`src/rtl/isq.sv`:
```
// Instruction sequencer: fetches an opcode plus up to three operand bytes,
// then steps the microcode index through EXEC until the decoder ends the instruction.
module isq (
  input  logic       clk,
  input  logic       rst,
  input  logic [7:0] mem_data,
  input  logic       mem_valid,
  output logic       mem_req,
  output logic       pc_inc,
  input  logic [1:0] len,
  input  logic       pc_ini,
  input  logic       pc_lrc,
  output logic [7:0] insn,
  output logic [7:0] d1,
  output logic [7:0] d2,
  output logic [7:0] d3,
  output logic [2:0] is,
  output logic       exec
);

  typedef enum logic [2:0] {
    IDLE      = 3'd0,
    FETCH_OP  = 3'd1,
    LEN       = 3'd2,
    FETCH_ARG = 3'd3,
    EXEC      = 3'd4
  } state_t;

  state_t     state;
  state_t     state_next;
  logic [1:0] cnt;
  logic [1:0] cnt_next;
  logic [1:0] len_q;
  logic       accept;
  logic       exec_end;

  assign accept   = mem_req && mem_valid;
  assign cnt_next = cnt + 2'd1;
  assign exec_end = pc_ini || pc_lrc || (is == 3'd7);

  always_ff @(posedge clk or negedge rst) begin
    if (!rst) begin
      state <= IDLE;
    end else begin
      state <= state_next;
    end
  end

  always_comb begin
    state_next = state;
    unique case (state)
      IDLE:      state_next = FETCH_OP;
      FETCH_OP:  if (accept) state_next = LEN;
      LEN:       state_next = (len == 2'd0) ? EXEC : FETCH_ARG;
      FETCH_ARG: if (accept && (cnt_next == len_q)) state_next = EXEC;
      EXEC:      if (exec_end) state_next = FETCH_OP;
      default:   state_next = IDLE;
    endcase
  end

  always_comb begin
    mem_req = 1'b0;
    exec    = 1'b0;
    unique case (state)
      FETCH_OP:  mem_req = 1'b1;
      FETCH_ARG: mem_req = 1'b1;
      EXEC:      exec    = 1'b1;
      default: begin
        mem_req = 1'b0;
        exec    = 1'b0;
      end
    endcase
  end

  // Byte capture, operand counter and held operand count.
  always_ff @(posedge clk or negedge rst) begin
    if (!rst) begin
      insn  <= 8'd0;
      d1    <= 8'd0;
      d2    <= 8'd0;
      d3    <= 8'd0;
      cnt   <= 2'd0;
      len_q <= 2'd0;
    end else begin
      if (state == FETCH_OP && accept) begin
        insn <= mem_data;
        d1   <= 8'd0;
        d2   <= 8'd0;
        d3   <= 8'd0;
        cnt  <= 2'd0;
      end
      if (state == LEN) begin
        len_q <= len;
      end
      if (state == FETCH_ARG && accept) begin
        unique case (cnt)
          2'd0:    d1 <= mem_data;
          2'd1:    d2 <= mem_data;
          2'd2:    d3 <= mem_data;
          default: d3 <= d3;
        endcase
        cnt <= cnt_next;
      end
    end
  end

  always_ff @(posedge clk or negedge rst) begin
    if (!rst) begin
      pc_inc <= 1'b0;
    end else begin
      pc_inc <= accept;
    end
  end

  // The step index only advances while staying in EXEC, so it is 0 on entry and everywhere else.
  always_ff @(posedge clk or negedge rst) begin
    if (!rst) begin
      is <= 3'd0;
    end else if (state == EXEC && state_next == EXEC) begin
      is <= is + 3'd1;
    end else begin
      is <= 3'd0;
    end
  end

endmodule
```
`config.mk`:
```
export PLATFORM = sky130hd
export DESIGN_NAME = isq
export DESIGN_NICKNAME = d
export VERILOG_FILES = /design/src/rtl/isq.sv
export SDC_FILE = /design/constraint.sdc
export NUM_CORES = 1
export LEC_CHECK = 0
export CAP_MARGIN = 10
export CORE_UTILIZATION = 40
export CTS_CLUSTER_SIZE = 14
export DETAILED_ROUTE_END_ITERATION = 10
export PLACE_DENSITY = 0.81
export SYNTH_ARGS = -nofsm -noshare
export SYNTH_HDL_FRONTEND = slang
export SYNTH_SLANG_ARGS = --single-unit
```
`constraint.sdc`:
```
create_clock -name clk -period 3.1 [get_ports clk]
set_input_delay 0.62 -clock clk [delete_from_list [all_inputs] [get_ports clk]]
set_output_delay 0.62 -clock clk [all_outputs]
set_load 0.005 [all_outputs]
```
; ---- Yosys cells after proc, flatten, opt, wreduce, memory -nomap -nowiden
; Index checks and enable logic that the tools add are counted.
[op_classes]
n_addsub = 2
n_mul = 0
div_mod_pow = 0
n_lt_le_gt_ge = 0
eq_ne = 10
n_shift = 0
n_mux = 19
bitwise = 0
n_reduce_logical = 13
[ops]
columns = op, n
row1 = 8-bit two-way mux, 8
row2 = 8-bit case mux with 2 select lines, 1
row3 = 3-bit two-way mux, 5
row4 = 3-bit case mux with 5 select lines, 1
row5 = 3-bit == test (second input constant), 3
row6 = 3-bit by 2-bit == test with 1-bit output (second input constant), 2
row7 = 1-bit logical AND, 5
row8 = 2-bit zero test, 2
row9 = 2-bit two-way mux, 2
row10 = 2-bit OR reduction, 2
row11 = 3-bit by 1-bit adder with 3-bit output (second input constant), 1
row12 = 3-bit by 1-bit == test with 1-bit output (second input constant), 1
row13 = 3-bit zero test, 1
row14 = 3-bit by 2-bit inequality test with 1-bit output (second input constant), 1
row15 = 2-bit by 1-bit adder with 2-bit output (second input constant), 1
row16 = 2-bit by 1-bit == test with 1-bit output (second input constant), 1
row17 = 2-bit == test, 1
row18 = 2-bit == test (second input constant), 1
row19 = 1-bit logical OR, 2
row20 = 1-bit two-way mux, 2
row21 = 2-bit nonzero test, 1
[totals]
ff_bits = 43
latchBits = 0
mem_bits_rw = 0
romBits = 0
out_inout_bits = 38
word_cells = 53
memories = 0

; ---- Longest topological paths before layout
[logic_depth]
word_depth = 10
depth_mapped = 6

; ---- Worst setup path after synthesis
; OpenSTA, ideal clock, no wires.
[synth_path]
kind = register -> register
start = register is[0]
end = register state[0]
setup_ps = 126
arrival_time_ps = 1463
required_ps = 2974
path_slack_ps = 1511
path_stages_with_launch = 6
n_path_buf = 0
period_less_slack_ps = 1589
path_cell_list = dfrtp_1 > ha_1 > ha_1 > nor3_1 > nor2b_1 > a311o_1
[synth_between]
elab_chain_cells = 4
[synth_rtl]
columns = element, line_no
row1 = "start, declared", 17  ; output logic [2:0] is,
row2 = "start signal, assigned", 120  ; is <= is + 3'd1;
row3 = 3-bit == test, 39  ; assign exec_end = pc_ini || pc_lrc || (is == 3'd7);
row4 = 1-bit logical OR, 39
row5 = 3-bit two-way mux, 56  ; EXEC: if (exec_end) state_next = FETCH_OP;
row6 = 3-bit case mux with 5 select lines, 51  ; unique case (state)
row7 = via state_next[0], 30  ; state_t state_next;
row8 = "end signal, assigned", 45  ; state <= state_next;
row9 = "end, declared", 29  ; state_t state;
; The timed path passes the listed nets, and every way through them passes these cells.
; A chain may end at the register's enable or synchronous reset.

; ---- Worst setup path in the final report
[layout_path]
start = register state[1]
end = output exec
[layout_between]
elab_chain_cells = 2
[layout_rtl]
columns = element, line_no
row1 = 3-bit == test, 64  ; unique case (state)
row2 = 1-bit two-way mux, 64
row3 = "end, declared", 18  ; output logic exec
; Every way passes these cells.

==> results.ini <==
[outcome]
status=complete, no violations

[route]
post_drt_wl_per_cell_um=16.4
ant_nets=0
drc=0
wirelength_um=3860
routed_via_density=5.42
vias=1274
drt_iter0_drc=70
firstDrtPassIters=4

[critical_path]
worstReg2RegStart=is[0]
worstPathArrival_ps=1910
cp_data_required_time_ps=2480
critPathKind=reg -> out
reg2regPathDepth=5
worstSetupEndpointType=primary output
cp-start-kind=flop
cp_max_fo=16
reg2reg_slack_ps=1370
r2r-end=state[0]

[yosys]
synth_cell_types=32
yosysSeqAreaShare_pct=60.7
synth_nets=150
yosys_register_bits=43
synthesis.area_um2=1770
ys_warn_count=0
syn_avg_cell_area_um2=13.6
syn_inst=130

[global_routing]
globalRoute.totalOverflow=0
grt_pass1_vias=1270
grt_pass1_wl_um=6280
grt_max_degree=44
antenna_found_initial=0
grt_use_total_pct=18.6

[sta]
fmax_ghz=0.395
clock_skew_ps=5.88
finalCritPeriodShare_pct=81.6
fin_tns_setup_ps=0
slew_violations=0
finalSetupViolations=0
min_period_ps=2530
worst_pin_slew_ps=900
maxSlewHeadroom_pct=40.0
hold_viol=0
rsz0062_at_grt=false

[cells_and_area]
layout-drive-gt1-share_pct=13.5
area_growth_pct=36.1
finalInstanceArea_um2=2410
num_antenna_cells=0
final_cell_mix=51 x clkdlybuf4s50_1, 43 x dfrtp_1, 24 x a22o_1
instances_no_fill=235
fin_nets=204
layout_commonest_cell=clkdlybuf4s50_1

[clock_tree]
cts_tree=yes
cts_setup_buffers=0
clk_latency_ps=290
clkTransAtPathRegs_ps=80
cts_made_buffers=5
cts_hold_buf=0
post_cts_resized=0
cts_buffer_depth=2
ctsRootBufferMaster=clkbuf_8
cts_htree_levels=2
clock-sinks=43

[place]
portBuffers=52
gp_congestion=0.773
placed_cell_area_um2=2310
dp_cells=227
dpl.hpwl_um=2830

[floorplanning]
die_w_um=68.6
die_h_um=68.6
num_rows=23
io_pins=53
die-area_um2=4700
fp.coreArea_um2=4120
initial_core_util_pct=43.1

[pwr]
leakage_nw=1.09
p_total_mw=2.29
peakVddDrop_v=0.000422
power-per-cell-area_nw_per_um2=950

[run]
drv_cap=0

[worst_hold_path]
hold_class=in -> async

[power breakdown]
group | switching [mW] | internal, mW | total [mW]
registers | 0.176 | 0.780 | 0.956
logic | 0.359 | 0.592 | 0.951
clock network | 0.182 | 0.202 | 0.385
[final cells by class]
class / instances / area, µm²
Clock buffer: 7 / 96.3
Clock inverter: 1 / 7.51
Fill cell: 322 / 1700
Inverter: 5 / 18.8
Multi-Input combinational cell: 77 / 634
Sequential cell: 43 / 1080
Tap cell: 50 / 62.6
Timing Repair Buffer: 52 / 515
[cell families after synthesis]
family,synth area share [%]
buf+inv,3.46
compound gates,16.6
fa+ha+maj,3.53
mux,6.36
flops,60.7
xor+xnor,0.989
simple gates,8.33
[Yosys cell counts, drive strengths merged]
cell	number	area, µm²
nor2b	1	6.26
xnor2	1	8.76
nand3b	1	20.0
nor2	5	21.3
xor2	1	8.76
nand3	2	10.0
a311o	1	10.0
a21oi	1	5.00
clkbuf	1	3.75
inv	5	18.8
ha	5	62.6
a22o	24	210
a211oi	1	7.51
mux2	10	113
nand4	1	6.26
o21a	2	15.0
buf	4	38.8
nor3	1	5.00
and3	5	42.5
a311oi	1	8.76
nand2	4	15.0
a22oi	1	7.51
dfrtp	43	1080
nor3b	2	15.0
o21ai	6	30.0
and2	1	6.26
[flip-flops by register name (all words and copies together), names as in the netlist]
register / cells
d3: 8
pc_inc: 1
state: 3
len_q: 2
insn: 8
d2: 8
cnt: 2
d1: 8
is: 3
[worst max-delay path: stages (launching register included)]
cell	delay [ps]
dfrtp_1	540
nor3b_1	480
clkdlybuf4s50_1	590
[per-stage QoR]
step                      hold WS, ps  utilization [%]  setup slack, ps
after floorplan                   324                -             1510
after global placement            451             56.1              975
after detailed placement          469             56.1              916
after CTS                         481             58.6              560
after global routing              513             58.6              446
final                             453             58.6              571
[per-layer routing]
layer  vias up  global-route usage [%]  wire (µm)  part of all wire (%)
met1       627                    24.4       1770                    46
met2        51                    30.9       1810                    47
met4         0                    3.91         30                  0.78
met3         4                    4.93        251                   6.5
met5         -                       0          0                     0
li1        592                       -          -                     -
[how the worst max path moves through the flow]
stage	start	to	slack, ps	cells after the start
2_1_floorplan	is[0]	state[0]	1510	5
3_3_place_gp	state[1]	exec	970	2
3_5_place_dp	state[1]	exec	920	2
4_1_cts	state[1]	exec	560	2
5_1_grt	state[1]	exec	450	2
6_report	state[1]	exec	570	2
(Power assumes the default switching activity.)
